File: config.mk
export PLATFORM = sky130hd
export DESIGN_NAME = write_buffer_flat
export DESIGN_NICKNAME = d
export VERILOG_FILES = /design/src/rtl/write_buffer_if.sv /design/src/rtl/write_buffer.sv /design/src/flat_wrapper.sv
export SDC_FILE = /design/constraint.sdc
export NUM_CORES = 1
export LEC_CHECK = 0
export ABC_CLOCK_PERIOD_IN_PS = 6200
export CORE_MARGIN = 3
export CORE_UTILIZATION = 45
export CTS_CLUSTER_SIZE = 20
export DETAILED_ROUTE_END_ITERATION = 10
export GPL_TIMING_DRIVEN = 0
export PLACE_DENSITY = 0.68
export SETUP_SLACK_MARGIN = 0.3
export SLEW_MARGIN = 25
export SYNTH_ARGS = -nofsm -noshare
export SYNTH_HDL_FRONTEND = slang
export SYNTH_SLANG_ARGS = --single-unit
File: constraint.sdc
create_clock -name clk -period 6.2 [get_ports clk]
set_input_delay 0.93 -clock clk [delete_from_list [all_inputs] [get_ports clk]]
set_output_delay 0.93 -clock clk [all_outputs]
set_load 0.01 [all_outputs]
File: src/rtl/write_buffer_if.sv
// Write-buffer bus: cache write port, read-miss forwarding lookup and RAM write port.
// Latency: none; this is a bundle of wires.
// Backpressure: wr_ready (write side) and mem_busy (RAM side) travel in this bundle.
//
// Port summary:
//   wr_req/wr_addr/wr_data/wr_ready    cache -> buffer write handshake
//   rd_addr/rd_fwd_hit/rd_fwd_data     read-miss forwarding lookup
//   mem_busy/mem_we/mem_addr/mem_wdata buffer -> RAM drain port
// master = cache/RAM environment, slave = write_buffer.
interface write_buffer_if #(
  parameter int ADDR_W = 8,
  parameter int DATA_W = 8
);
  logic              wr_req;
  logic [ADDR_W-1:0] wr_addr;
  logic [DATA_W-1:0] wr_data;
  logic              wr_ready;

  logic [ADDR_W-1:0] rd_addr;
  logic              rd_fwd_hit;
  logic [DATA_W-1:0] rd_fwd_data;

  logic              mem_busy;
  logic              mem_we;
  logic [ADDR_W-1:0] mem_addr;
  logic [DATA_W-1:0] mem_wdata;

  modport master (
    output wr_req, wr_addr, wr_data, rd_addr, mem_busy,
    input  wr_ready, rd_fwd_hit, rd_fwd_data, mem_we, mem_addr, mem_wdata
  );

  modport slave (
    input  wr_req, wr_addr, wr_data, rd_addr, mem_busy,
    output wr_ready, rd_fwd_hit, rd_fwd_data, mem_we, mem_addr, mem_wdata
  );
endinterface

File: src/rtl/write_buffer.sv
// Write-through store buffer between the direct-mapped cache and RAM, with read-miss forwarding.
// Latency: a write accepted at edge N can reach mem_we in the cycle after edge N; forwarding is combinational.
// Backpressure: wr_ready drops when full or flushing; mem_busy stalls the drain with all state held.
//
// Ports: clk, rst_n (synchronous, active low); bus (write_buffer_if.slave: wr_*, rd_*, mem_*);
//        flush_req in, flush_done one-cycle pulse out, count/empty occupancy out.
// Optional feature: define WBUF_COALESCE_EN to merge writes into an already-buffered entry
// with the same address instead of allocating a new one.
module write_buffer #(
  parameter int DEPTH  = 4,
  parameter int ADDR_W = 8,
  parameter int DATA_W = 8
) (
  input  logic                 clk,
  input  logic                 rst_n,
  write_buffer_if.slave        bus,
  input  logic                 flush_req,
  output logic                 flush_done,
  output logic [$clog2(DEPTH):0] count,
  output logic                 empty
);

  localparam int PTR_W = $clog2(DEPTH);
  localparam int CNT_W = PTR_W + 1;

  typedef enum logic [0:0] {
    ST_RUN   = 1'b0,
    ST_FLUSH = 1'b1
  } state_t;

  // FIFO storage and pointers
  logic [DEPTH-1:0]  vld_q, vld_d;
  logic [ADDR_W-1:0] addr_q [DEPTH];
  logic [ADDR_W-1:0] addr_d [DEPTH];
  logic [DATA_W-1:0] data_q [DEPTH];
  logic [DATA_W-1:0] data_d [DEPTH];
  logic [PTR_W-1:0]  head_q, head_d;
  logic [PTR_W-1:0]  tail_q, tail_d;
  logic [CNT_W-1:0]  count_q, count_d;

  // control FSM
  state_t state_q, state_d;
  logic   flush_done_q, flush_done_d;

  logic             wr_rdy;
  logic             accept;
  logic             push;
  logic             pop;
  logic             co_hit;
  logic [PTR_W-1:0] co_idx;
  logic             fwd_hit;
  logic [DATA_W-1:0] fwd_data;

  assign empty      = (count_q == '0);
  assign count      = count_q;
  assign flush_done = flush_done_q;

  // Drain: the head entry is always on the RAM port; the strobe is suppressed
  // while reset is asserted so a reset edge never commits a write to RAM.
  assign pop           = rst_n & ~empty & ~bus.mem_busy;
  assign bus.mem_we    = pop;
  assign bus.mem_addr  = addr_q[head_q];
  assign bus.mem_wdata = data_q[head_q];

  // Forwarding: scan from oldest (head) to youngest so the last match wins.
  // Entries pushed this cycle are not yet valid and therefore not forwarded;
  // the head being popped this cycle is still valid and still forwards.
  always_comb begin
    fwd_hit  = 1'b0;
    fwd_data = '0;
    for (int i = 0; i < DEPTH; i++) begin
      logic [PTR_W-1:0] idx;
      idx = head_q + PTR_W'(i);
      if (vld_q[idx] && (addr_q[idx] == bus.rd_addr)) begin
        fwd_hit  = 1'b1;
        fwd_data = data_q[idx];
      end
    end
  end

  assign bus.rd_fwd_hit  = fwd_hit;
  assign bus.rd_fwd_data = fwd_data;

`ifdef WBUF_COALESCE_EN
  // Merge target: youngest valid entry with the same address, excluding a head
  // that leaves this cycle (writing into it would be lost once it drains).
  always_comb begin
    co_hit = 1'b0;
    co_idx = '0;
    for (int i = 0; i < DEPTH; i++) begin
      logic [PTR_W-1:0] idx;
      idx = head_q + PTR_W'(i);
      if (vld_q[idx] && (addr_q[idx] == bus.wr_addr) && !(pop && (idx == head_q))) begin
        co_hit = 1'b1;
        co_idx = idx;
      end
    end
  end

  // A merge needs no free slot, so it is accepted even when full.
  assign wr_rdy = ((count_q < CNT_W'(DEPTH)) | co_hit) & (state_q == ST_RUN);
`else
  assign co_hit = 1'b0;
  assign co_idx = '0;

  // Space freed by a same-cycle pop is not reused, keeping mem_busy off this path.
  assign wr_rdy = (count_q < CNT_W'(DEPTH)) & (state_q == ST_RUN);
`endif

  assign bus.wr_ready = wr_rdy;
  assign accept       = bus.wr_req & wr_rdy;
  assign push         = accept & ~co_hit;

  // Next-state for the FIFO
  always_comb begin
    vld_d  = vld_q;
    addr_d = addr_q;
    data_d = data_q;
    head_d = head_q;
    tail_d = tail_q;

    if (pop) begin
      vld_d[head_q] = 1'b0;
      head_d        = head_q + PTR_W'(1);
    end

    if (accept && co_hit) begin
      data_d[co_idx] = bus.wr_data;
    end

    // push implies count < DEPTH, so the tail slot is free even with a pop pending
    if (push) begin
      vld_d[tail_q]  = 1'b1;
      addr_d[tail_q] = bus.wr_addr;
      data_d[tail_q] = bus.wr_data;
      tail_d         = tail_q + PTR_W'(1);
    end

    case ({push, pop})
      2'b10:   count_d = count_q + CNT_W'(1);
      2'b01:   count_d = count_q - CNT_W'(1);
      default: count_d = count_q;
    endcase
  end

  // Next-state for the FSM. flush_done is registered: it is asserted for the
  // FLUSH cycle in which the buffer is empty, i.e. the cycle before RUN resumes.
  always_comb begin
    state_d = state_q;
    case (state_q)
      ST_RUN:   if (flush_req) state_d = ST_FLUSH;
      ST_FLUSH: if (empty)     state_d = ST_RUN;
      default:                 state_d = ST_RUN;
    endcase
    flush_done_d = (state_d == ST_FLUSH) && (count_d == '0);
  end

  always_ff @(posedge clk) begin
    if (!rst_n) begin
      vld_q   <= '0;
      head_q  <= '0;
      tail_q  <= '0;
      count_q <= '0;
    end else begin
      vld_q   <= vld_d;
      head_q  <= head_d;
      tail_q  <= tail_d;
      count_q <= count_d;
    end
  end

  // Payload needs no reset: every slot is qualified by its valid bit.
  always_ff @(posedge clk) begin
    addr_q <= addr_d;
    data_q <= data_d;
  end

  always_ff @(posedge clk) begin
    if (!rst_n) begin
      state_q      <= ST_RUN;
      flush_done_q <= 1'b0;
    end else begin
      state_q      <= state_d;
      flush_done_q <= flush_done_d;
    end
  end

endmodule

File: src/flat_wrapper.sv
// flat-port wrapper written by rule: the top's interface ports become plain ports
module write_buffer_flat 
#(
  parameter int DEPTH  = 4,
  parameter int ADDR_W = 8,
  parameter int DATA_W = 8
)
  (clk, rst_n, flush_req, flush_done, count, empty, bus_wr_req, bus_wr_addr, bus_wr_data, bus_rd_addr, bus_mem_busy, bus_wr_ready, bus_rd_fwd_hit, bus_rd_fwd_data, bus_mem_we, bus_mem_addr, bus_mem_wdata);
  write_buffer_if #(.ADDR_W(ADDR_W), .DATA_W(DATA_W)) bus_i ();
  input  logic clk;
  input  logic rst_n;
  input  logic flush_req;
  output logic flush_done;
  output logic [$clog2(DEPTH):0] count;
  output logic empty;
  input wire logic [$bits(bus_i.wr_req)-1:0] bus_wr_req;
  input wire logic [$bits(bus_i.wr_addr)-1:0] bus_wr_addr;
  input wire logic [$bits(bus_i.wr_data)-1:0] bus_wr_data;
  input wire logic [$bits(bus_i.rd_addr)-1:0] bus_rd_addr;
  input wire logic [$bits(bus_i.mem_busy)-1:0] bus_mem_busy;
  output wire logic [$bits(bus_i.wr_ready)-1:0] bus_wr_ready;
  output wire logic [$bits(bus_i.rd_fwd_hit)-1:0] bus_rd_fwd_hit;
  output wire logic [$bits(bus_i.rd_fwd_data)-1:0] bus_rd_fwd_data;
  output wire logic [$bits(bus_i.mem_we)-1:0] bus_mem_we;
  output wire logic [$bits(bus_i.mem_addr)-1:0] bus_mem_addr;
  output wire logic [$bits(bus_i.mem_wdata)-1:0] bus_mem_wdata;
  assign bus_i.wr_req = bus_wr_req;
  assign bus_i.wr_addr = bus_wr_addr;
  assign bus_i.wr_data = bus_wr_data;
  assign bus_i.rd_addr = bus_rd_addr;
  assign bus_i.mem_busy = bus_mem_busy;
  assign bus_wr_ready = bus_i.wr_ready;
  assign bus_rd_fwd_hit = bus_i.rd_fwd_hit;
  assign bus_rd_fwd_data = bus_i.rd_fwd_data;
  assign bus_mem_we = bus_i.mem_we;
  assign bus_mem_addr = bus_i.mem_addr;
  assign bus_mem_wdata = bus_i.mem_wdata;
  write_buffer #(.DEPTH(DEPTH), .ADDR_W(ADDR_W), .DATA_W(DATA_W)) u_core (.clk(clk), .rst_n(rst_n), .bus(bus_i), .flush_req(flush_req), .flush_done(flush_done), .count(count), .empty(empty));
endmodule
After elaboration in Yosys (flattened, before gate mapping)

Index checks and enable logic that the tools add are counted.

Register bits: 77
Latch bits: 0
RAM bits: 0
Bits in read-only memories: 0
Bits of input ports: 29
Output and inout port bits: 32
Word-level logic and storage cells: 119
Memories: 0

$add $sub $neg: 6
Multiply operators: 0
Divide/modulo/power cells: 0
Magnitude comparators: 14
Eq/ne operators: 6
Shift-type cells: 0
Mux-type cells: 54
Bitwise gates (word level): 15
Reduce and logical (&&, ||, !) cells: 10

Operators by type and width:

| cell                | number |
|---|---|
| $mux 8              | 21 |
| $bmux 8 s2          | 8 |
| $bwmux 32           | 2 |
| $eq 8x8->1          | 4 |
| $demux 8 s2         | 1 |
| $ge 3x3->1 const B  | 5 |
| $lt 2x3->1 const B  | 5 |
| $not 2->3           | 5 |
| $mux 1              | 12 |
| $bmux 1 s2          | 4 |
| $logic_and 1x1->1   | 8 |
| $mux 4              | 2 |
| $logic_not 3->1     | 2 |
| $pmux 3 s2          | 1 |
| $add 2x1->2 const B | 2 |
| $add 2x2->2 const B | 2 |
| $and 1x1->1         | 4 |
| $and 4x4->4         | 1 |
| $demux 1 s2         | 2 |
| $ge 2x1->1 const B  | 2 |
| $not 4->4           | 1 |
| $or 4x4->4          | 1 |
| $add 3x1->3 const B | 1 |
| $lt 3x1->1 const B  | 1 |
| 6 further kinds     | 8 |

Logic depth before layout (Yosys ltp)

Depth after elaboration: 10
Gate-level depth with buffers: 17
Gate-level depth less buffers: 10

Least setup slack after synthesis

Ideal clock, no wire load.

Kind: register to output
Start: register u_core.head_q[0]
End: output bus_rd_fwd_data[0]
Data arrival time: 3.702 ns
Data required time: 5.270 ns
Slack: 1.568 ns
Stages on the path, launching flop included: 17
Path buffers: 8
Path through: dfxtp_1 > buf_6 > buf_12 > buf_12 > buf_6 > buf_2 > buf_2 > inv_1 > ha_1 > buf_2 > mux4_2 > xnor2_1 > nand3_1 > or3_1 > buf_2 > a31oi_1 > o211ai_1

Word-level cells in the longest chain between the ends: 10
Elaborated cells between the ends (all ways): 51
Classes of those cells: add/sub: 3; eq/ne: 4; mux: 36; bitwise: 4; reduce/logical: 4

Ends and longest elaborated chain:

| what                                                          | RTL line                                                   | RTL |
|---|---|---|
| from (decl)                                                   | write_buffer.sv:37                                         | `logic [PTR_W-1:0] head_q, head_d;` |
| from (signal assigned)                                        | write_buffer.sv:161                                        | `head_q <= '0;` |
| from (signal assigned)                                        | write_buffer.sv:166                                        | `head_q <= head_d;` |
| $add 2x1->2 or $not 2->3 (tied branches)                      | write_buffer.sv:73, write_buffer.sv:74, write_buffer.sv:76 |  |
| $not 2->3 (implied by the code) or $bmux 8 s2 (tied branches) | write_buffer.sv:74, write_buffer.sv:76                     |  |
| $bmux 8 s2 or $mux 8 (tied branches)                          | write_buffer.sv:74                                         | `if (vld_q[idx] && (addr_q[idx] == bus.rd_addr)) begin` |
| $mux 8 (implied by the code)                                  | write_buffer.sv:74                                         |  |
| $mux 8 (implied by the code) or $eq 8x8->1 (tied branches)    | write_buffer.sv:74                                         |  |
| $eq 8x8->1 or $logic_and 1x1->1 (tied branches)               | write_buffer.sv:74                                         |  |
| $logic_and 1x1->1 or $mux 8 (tied branches)                   | write_buffer.sv:74                                         |  |
| $mux 8 (2 in series)                                          | write_buffer.sv:74                                         |  |
| $mux 8 (*)                                                    | write_buffer.sv:74                                         |  |
| to (decl)                                                     | flat_wrapper.sv:23                                         | `output wire logic [$bits(bus_i.rd_fwd_data)-1:0] bus_rd_fwd_data;` |

Every way passes the cells marked *; elsewhere a longest branch is shown, timed or not. The select of a mux whose other input is x is not followed.

Final worst setup path

Start: register u_core.head_q[0]
End: output bus_rd_fwd_data[5]

The elaborated chain is that of the path after synthesis.

==> results.sh <==
export IMPL_worstMarginPinSlew_ns=0.979
export IMPL_h_tree_depth=3
export IMPL_port_buffers=57
export IMPL_worst_setup_path_start_kind="register"
export IMPL_synth_flop_cell="sky130_fd_sc_hd__edfxtp_1"
export IMPL_timing_fmax_ghz=0.179
export IMPL_dp_worst_setup_slack_ns=0.0157
export IMPL_holdPathStages=1
export IMPL_numCtsBuffers=9
export IMPL_floorplan_die_height_um=112
export IMPL_clock_latency_ns=0.35
export IMPL_hold_path_startpoint="u_core.state_q$_SDFF_PN0_"
export IMPL_grt_first_pass_wirelength_um=19100
export IMPL_clockRootBuffer="sky130_fd_sc_hd__clkbuf_8"
export IMPL_worst_hold_path_type="reg -> reg"
export IMPL_netlist_cell_type_count=46
export IMPL_num_antenna_cells=0
export IMPL_leakagePower_nw=1.98
export IMPL_report_final_hold_viol_count=0
export IMPL_gp_congestion=0.866
export IMPL_required_ns=5.27
export IMPL_yosys_register_bits=77
export IMPL_timing_max_slew_rel_slack_pct=34.2
export IMPL_depth_of_the_worst_register_to_register_path=14
export IMPL_standard_cell_core_area_um2=10600
export IMPL_synth_seq_area_share_pct=43.4
export IMPL_outcome="completed"
export IMPL_postSynthCellCount=365
export IMPL_yosysWarnings=0
export IMPL_layout_drive_gt1_share_pct=25.1
export IMPL_maxCapViolCount=0
export IMPL_final_setup_skew_ns=0.00572
export IMPL_floorplan_die_area_um2=12500
export IMPL_async_flop_share_pct=0
export IMPL_final_net_count=481
export IMPL_critical_path_peak_fanout=10
export IMPL_post_route_period_util_pct=90.1
export IMPL_detail_route_first_pass_iterations=5
export IMPL_cts_tree="yes"
export IMPL_syn_mean_instance_area_um2=13.8
export IMPL_first_global_vias=3501
export IMPL_pin_count_of_the_biggest_net_entering_global_routing=20
export IMPL_num_io_pins=61
export IMPL_regToRegStartpoint="u_core.head_q[0]$_SDFFE_PN0N_"
export IMPL_critPathArrivalTime_ns=4.66
export IMPL_totalNegativeSetupSlack_ns=0
export IMPL_r2r_setup_slack_ns=3.18
export IMPL_worst_setup_hold_path_clk_slew_ns=0.08
export IMPL_slew_violations=0
export IMPL_detailed_place_hpwl_um=8620
export IMPL_postLayoutSetupSlackWorst_ns=0.614
export IMPL_worst_ir_drop_vdd_uv=145
export IMPL_critical_path_reg2reg_endpoint="u_core.head_q[1]$_SDFFE_PN0N_"
export IMPL_class_of_the_most_critical_setup_path="reg -> out"
export IMPL_period_needed_ns=5.59
export IMPL_routed_via_count=3550
export IMPL_detail_route_wirelength_um=12200
export IMPL_grt_antenna_before_repair=0
export IMPL_post_drt_wl_per_cell_um=21.0
export IMPL_worst_setup_path_end_kind="output pin"
export IMPL_number_of_enable_flip_flop_cells_after_synthesis=64
export IMPL_globalRouteTotalUtil_pct=19.5
export IMPL_detail_route_vias_per_cell=6.09
export IMPL_initial_core_util_pct=47.4
export IMPL_max_clock_path_buffers=2
export IMPL_postRouteAntennaNets=0
export IMPL_fillerInstances=884
export IMPL_synthToLayoutAreaGrowth_pct=22.2
export IMPL_netlist_area_um2=5030
export IMPL_power_density_nw_per_um2=349
export IMPL_die_width_um=112
export IMPL_postSynthNetCount=404
export IMPL_rsz0062_at_grt="no"
export IMPL_setup_viol_count_final=0
export IMPL_post_route_drc_count=0
export IMPL_numClockSinks=77
export IMPL_timing_hold_worst_endpoint="u_core.state_q$_SDFF_PN0_"
export IMPL_fp_row_count=37
export IMPL_overflow=0
export IMPL_detailedRoute_firstIterationViolations=278
layout by cell type (no fill, tap or decap), types with 5 or more instances in the layout:
cell and n:
sky130_fd_sc_hd__xor2_1 7, sky130_fd_sc_hd__nor2_1 30, sky130_fd_sc_hd__a211oi_1 9, sky130_fd_sc_hd__buf_6 8, sky130_fd_sc_hd__mux4_1 8, sky130_fd_sc_hd__mux2i_1 13, sky130_fd_sc_hd__mux4_2 40, sky130_fd_sc_hd__nor4b_1 10
sky130_fd_sc_hd__mux2_2 9, sky130_fd_sc_hd__a31oi_1 8, sky130_fd_sc_hd__inv_1 10, sky130_fd_sc_hd__nand2_1 16, sky130_fd_sc_hd__o211ai_1 6, sky130_fd_sc_hd__clkbuf_1 5, sky130_fd_sc_hd__buf_4 11, sky130_fd_sc_hd__a21oi_1 15
sky130_fd_sc_hd__edfxtp_1 64, sky130_fd_sc_hd__nand4_1 7, sky130_fd_sc_hd__xnor2_2 5, sky130_fd_sc_hd__ha_1 9, sky130_fd_sc_hd__dfxtp_1 13, sky130_fd_sc_hd__xnor2_1 23, sky130_fd_sc_hd__clkbuf_8 9, sky130_fd_sc_hd__clkdlybuf4s50_1 57
Yosys cell counts (3+ instances only):
cell type / count / area share [%]
sky130_fd_sc_hd__inv_1: 10 / 0.75
sky130_fd_sc_hd__xnor2_2: 3 / 0.97
sky130_fd_sc_hd__and3_1: 5 / 0.62
sky130_fd_sc_hd__a211oi_1: 9 / 1.3
sky130_fd_sc_hd__buf_6: 3 / 0.67
sky130_fd_sc_hd__nor2_1: 30 / 2.2
sky130_fd_sc_hd__buf_4: 3 / 0.45
sky130_fd_sc_hd__a41oi_1: 3 / 0.52
sky130_fd_sc_hd__a31oi_1: 8 / 1.0
sky130_fd_sc_hd__nor3b_1: 3 / 0.45
sky130_fd_sc_hd__xor2_1: 7 / 1.2
sky130_fd_sc_hd__mux2_2: 9 / 2.0
sky130_fd_sc_hd__dfxtp_1: 13 / 5.2
sky130_fd_sc_hd__mux4_1: 8 / 4.2
sky130_fd_sc_hd__buf_2: 8 / 0.80
sky130_fd_sc_hd__nand2_1: 17 / 1.3
sky130_fd_sc_hd__o211ai_1: 6 / 0.90
sky130_fd_sc_hd__nand4_1: 7 / 0.87
sky130_fd_sc_hd__o21ai_1: 3 / 0.30
sky130_fd_sc_hd__mux4_2: 40 / 18
sky130_fd_sc_hd__edfxtp_1: 64 / 38
sky130_fd_sc_hd__nor4b_1: 10 / 1.7
sky130_fd_sc_hd__ha_1: 9 / 2.2
sky130_fd_sc_hd__xnor2_1: 25 / 4.4
sky130_fd_sc_hd__clkbuf_1: 7 / 0.52
sky130_fd_sc_hd__mux2i_1: 14 / 2.8
sky130_fd_sc_hd__or3_1: 3 / 0.37
sky130_fd_sc_hd__a21oi_1: 15 / 1.5
power breakdown:
part	switching, mW	total (mW)	internal, mW
clock network	0.189	0.413	0.224
logic	0.519	1.08	0.558
registers	0.0384	0.656	0.617
total	0.747	2.15	1.40
sequential cells by signal, summed over array words and instances, names as in the netlist:
name	cells
u_core.count	3
u_core.data_q	32
u_core.addr_q	32
u_core.state_q	1
u_core.tail_q	2
u_core.vld_q	4
u_core.flush_done	1
u_core.head_q	2
final cells by class:
class	instances	area [um2]	share of cell area (%)
Multi-Input combinational cell	254	2690	43.8
Sequential cell	77	2180	35.5
Timing Repair Buffer	67	658	10.7
Buffer	22	189	3.08
Tap cell	136	170	2.77
Clock buffer	9	124	2.02
Clock inverter	7	90.1	1.47
Inverter	11	41.3	0.672
per-stage QoR:
step / utilization, % / hold slack (ns) / instance area [um2] / power, mW / cells
floorplan: - / 0.454 / 5030 / 1.38 / 365
global placement: 54.4 / 0.482 / 5770 / 1.68 / 558
detailed placement: 54.4 / 0.507 / 5770 / 1.69 / 558
CTS: 57.3 / 0.522 / 6070 / 2.14 / 579
global route: 57.9 / 0.539 / 6140 / 2.26 / 583
finish: 57.9 / 0.513 / 6140 / 2.15 / 583
how the worst max path moves through the flow:
stage / from / end / slack, ns / depth (start not counted)
2_1_floorplan: u_core.head_q[0]$_SDFFE_PN0N_ / bus_rd_fwd_data[0] / 1.57 / 16
3_3_place_gp: u_core.head_q[1]$_SDFFE_PN0N_ / bus_rd_fwd_data[3] / 0.03 / 16
3_5_place_dp: u_core.head_q[1]$_SDFFE_PN0N_ / bus_rd_fwd_data[5] / 0.02 / 16
4_1_cts: u_core.head_q[0]$_SDFFE_PN0N_ / bus_rd_fwd_data[5] / 0.30 / 17
5_1_grt: u_core.head_q[0]$_SDFFE_PN0N_ / bus_rd_fwd_data[2] / 0.31 / 17
6_report: u_core.head_q[0]$_SDFFE_PN0N_ / bus_rd_fwd_data[5] / 0.61 / 17
worst max-delay path: stages (launching register included):
cell                              delay, ns
sky130_fd_sc_hd__dfxtp_1               0.39
sky130_fd_sc_hd__buf_6                 0.19
sky130_fd_sc_hd__buf_12                0.17
sky130_fd_sc_hd__buf_12                0.16
sky130_fd_sc_hd__buf_6                 0.18
sky130_fd_sc_hd__buf_6                 0.19
sky130_fd_sc_hd__buf_6                 0.19
sky130_fd_sc_hd__inv_1                 0.08
sky130_fd_sc_hd__ha_1                  0.29
sky130_fd_sc_hd__buf_6                 0.18
sky130_fd_sc_hd__mux4_2                0.52
sky130_fd_sc_hd__xnor2_1               0.23
sky130_fd_sc_hd__nand2_2               0.14
sky130_fd_sc_hd__or3_1                 0.38
sky130_fd_sc_hd__buf_2                 0.19
sky130_fd_sc_hd__a31oi_1               0.18
sky130_fd_sc_hd__o211ai_1              0.13
sky130_fd_sc_hd__clkdlybuf4s50_1       0.51
cells by family (layout without fill, tap and decap cells):
logic type	Yosys count	after routing	share of synthesized area, %
AOI/OAI and AO/OA	47	47	5.97
xor gates and xnor gates	36	36	6.87
adders and majority gates	10	10	2.64
buffers and inverters	34	116	4.06
DFF	77	77	43.4
muxes	71	71	26.9
and+or+nand+nor	90	90	10.2
repair_timing:
item                       4_1_cts  5_1_grt
cloned                           0        0
pin swaps                        4        2
setup buffers                    6        4
setup endpoints to repair        9        9
hold buffers                     0        0
gates resized for setup         10        8
routing by layer:
| layer | track usage (%) | part of all wire, % | vias up |
|---|---|---|---|
| met2 | 31.6 | 50 | 125 |
| met4 | 6.33 | 1.8 | 0 |
| met1 | 26.9 | 43 | 1795 |
| met3 | 3.59 | 5.4 | 21 |
| met5 | 0 | 0 | - |
| li1 | - | - | 1609 |
Note: power is estimated with default switching activity, not from simulation.
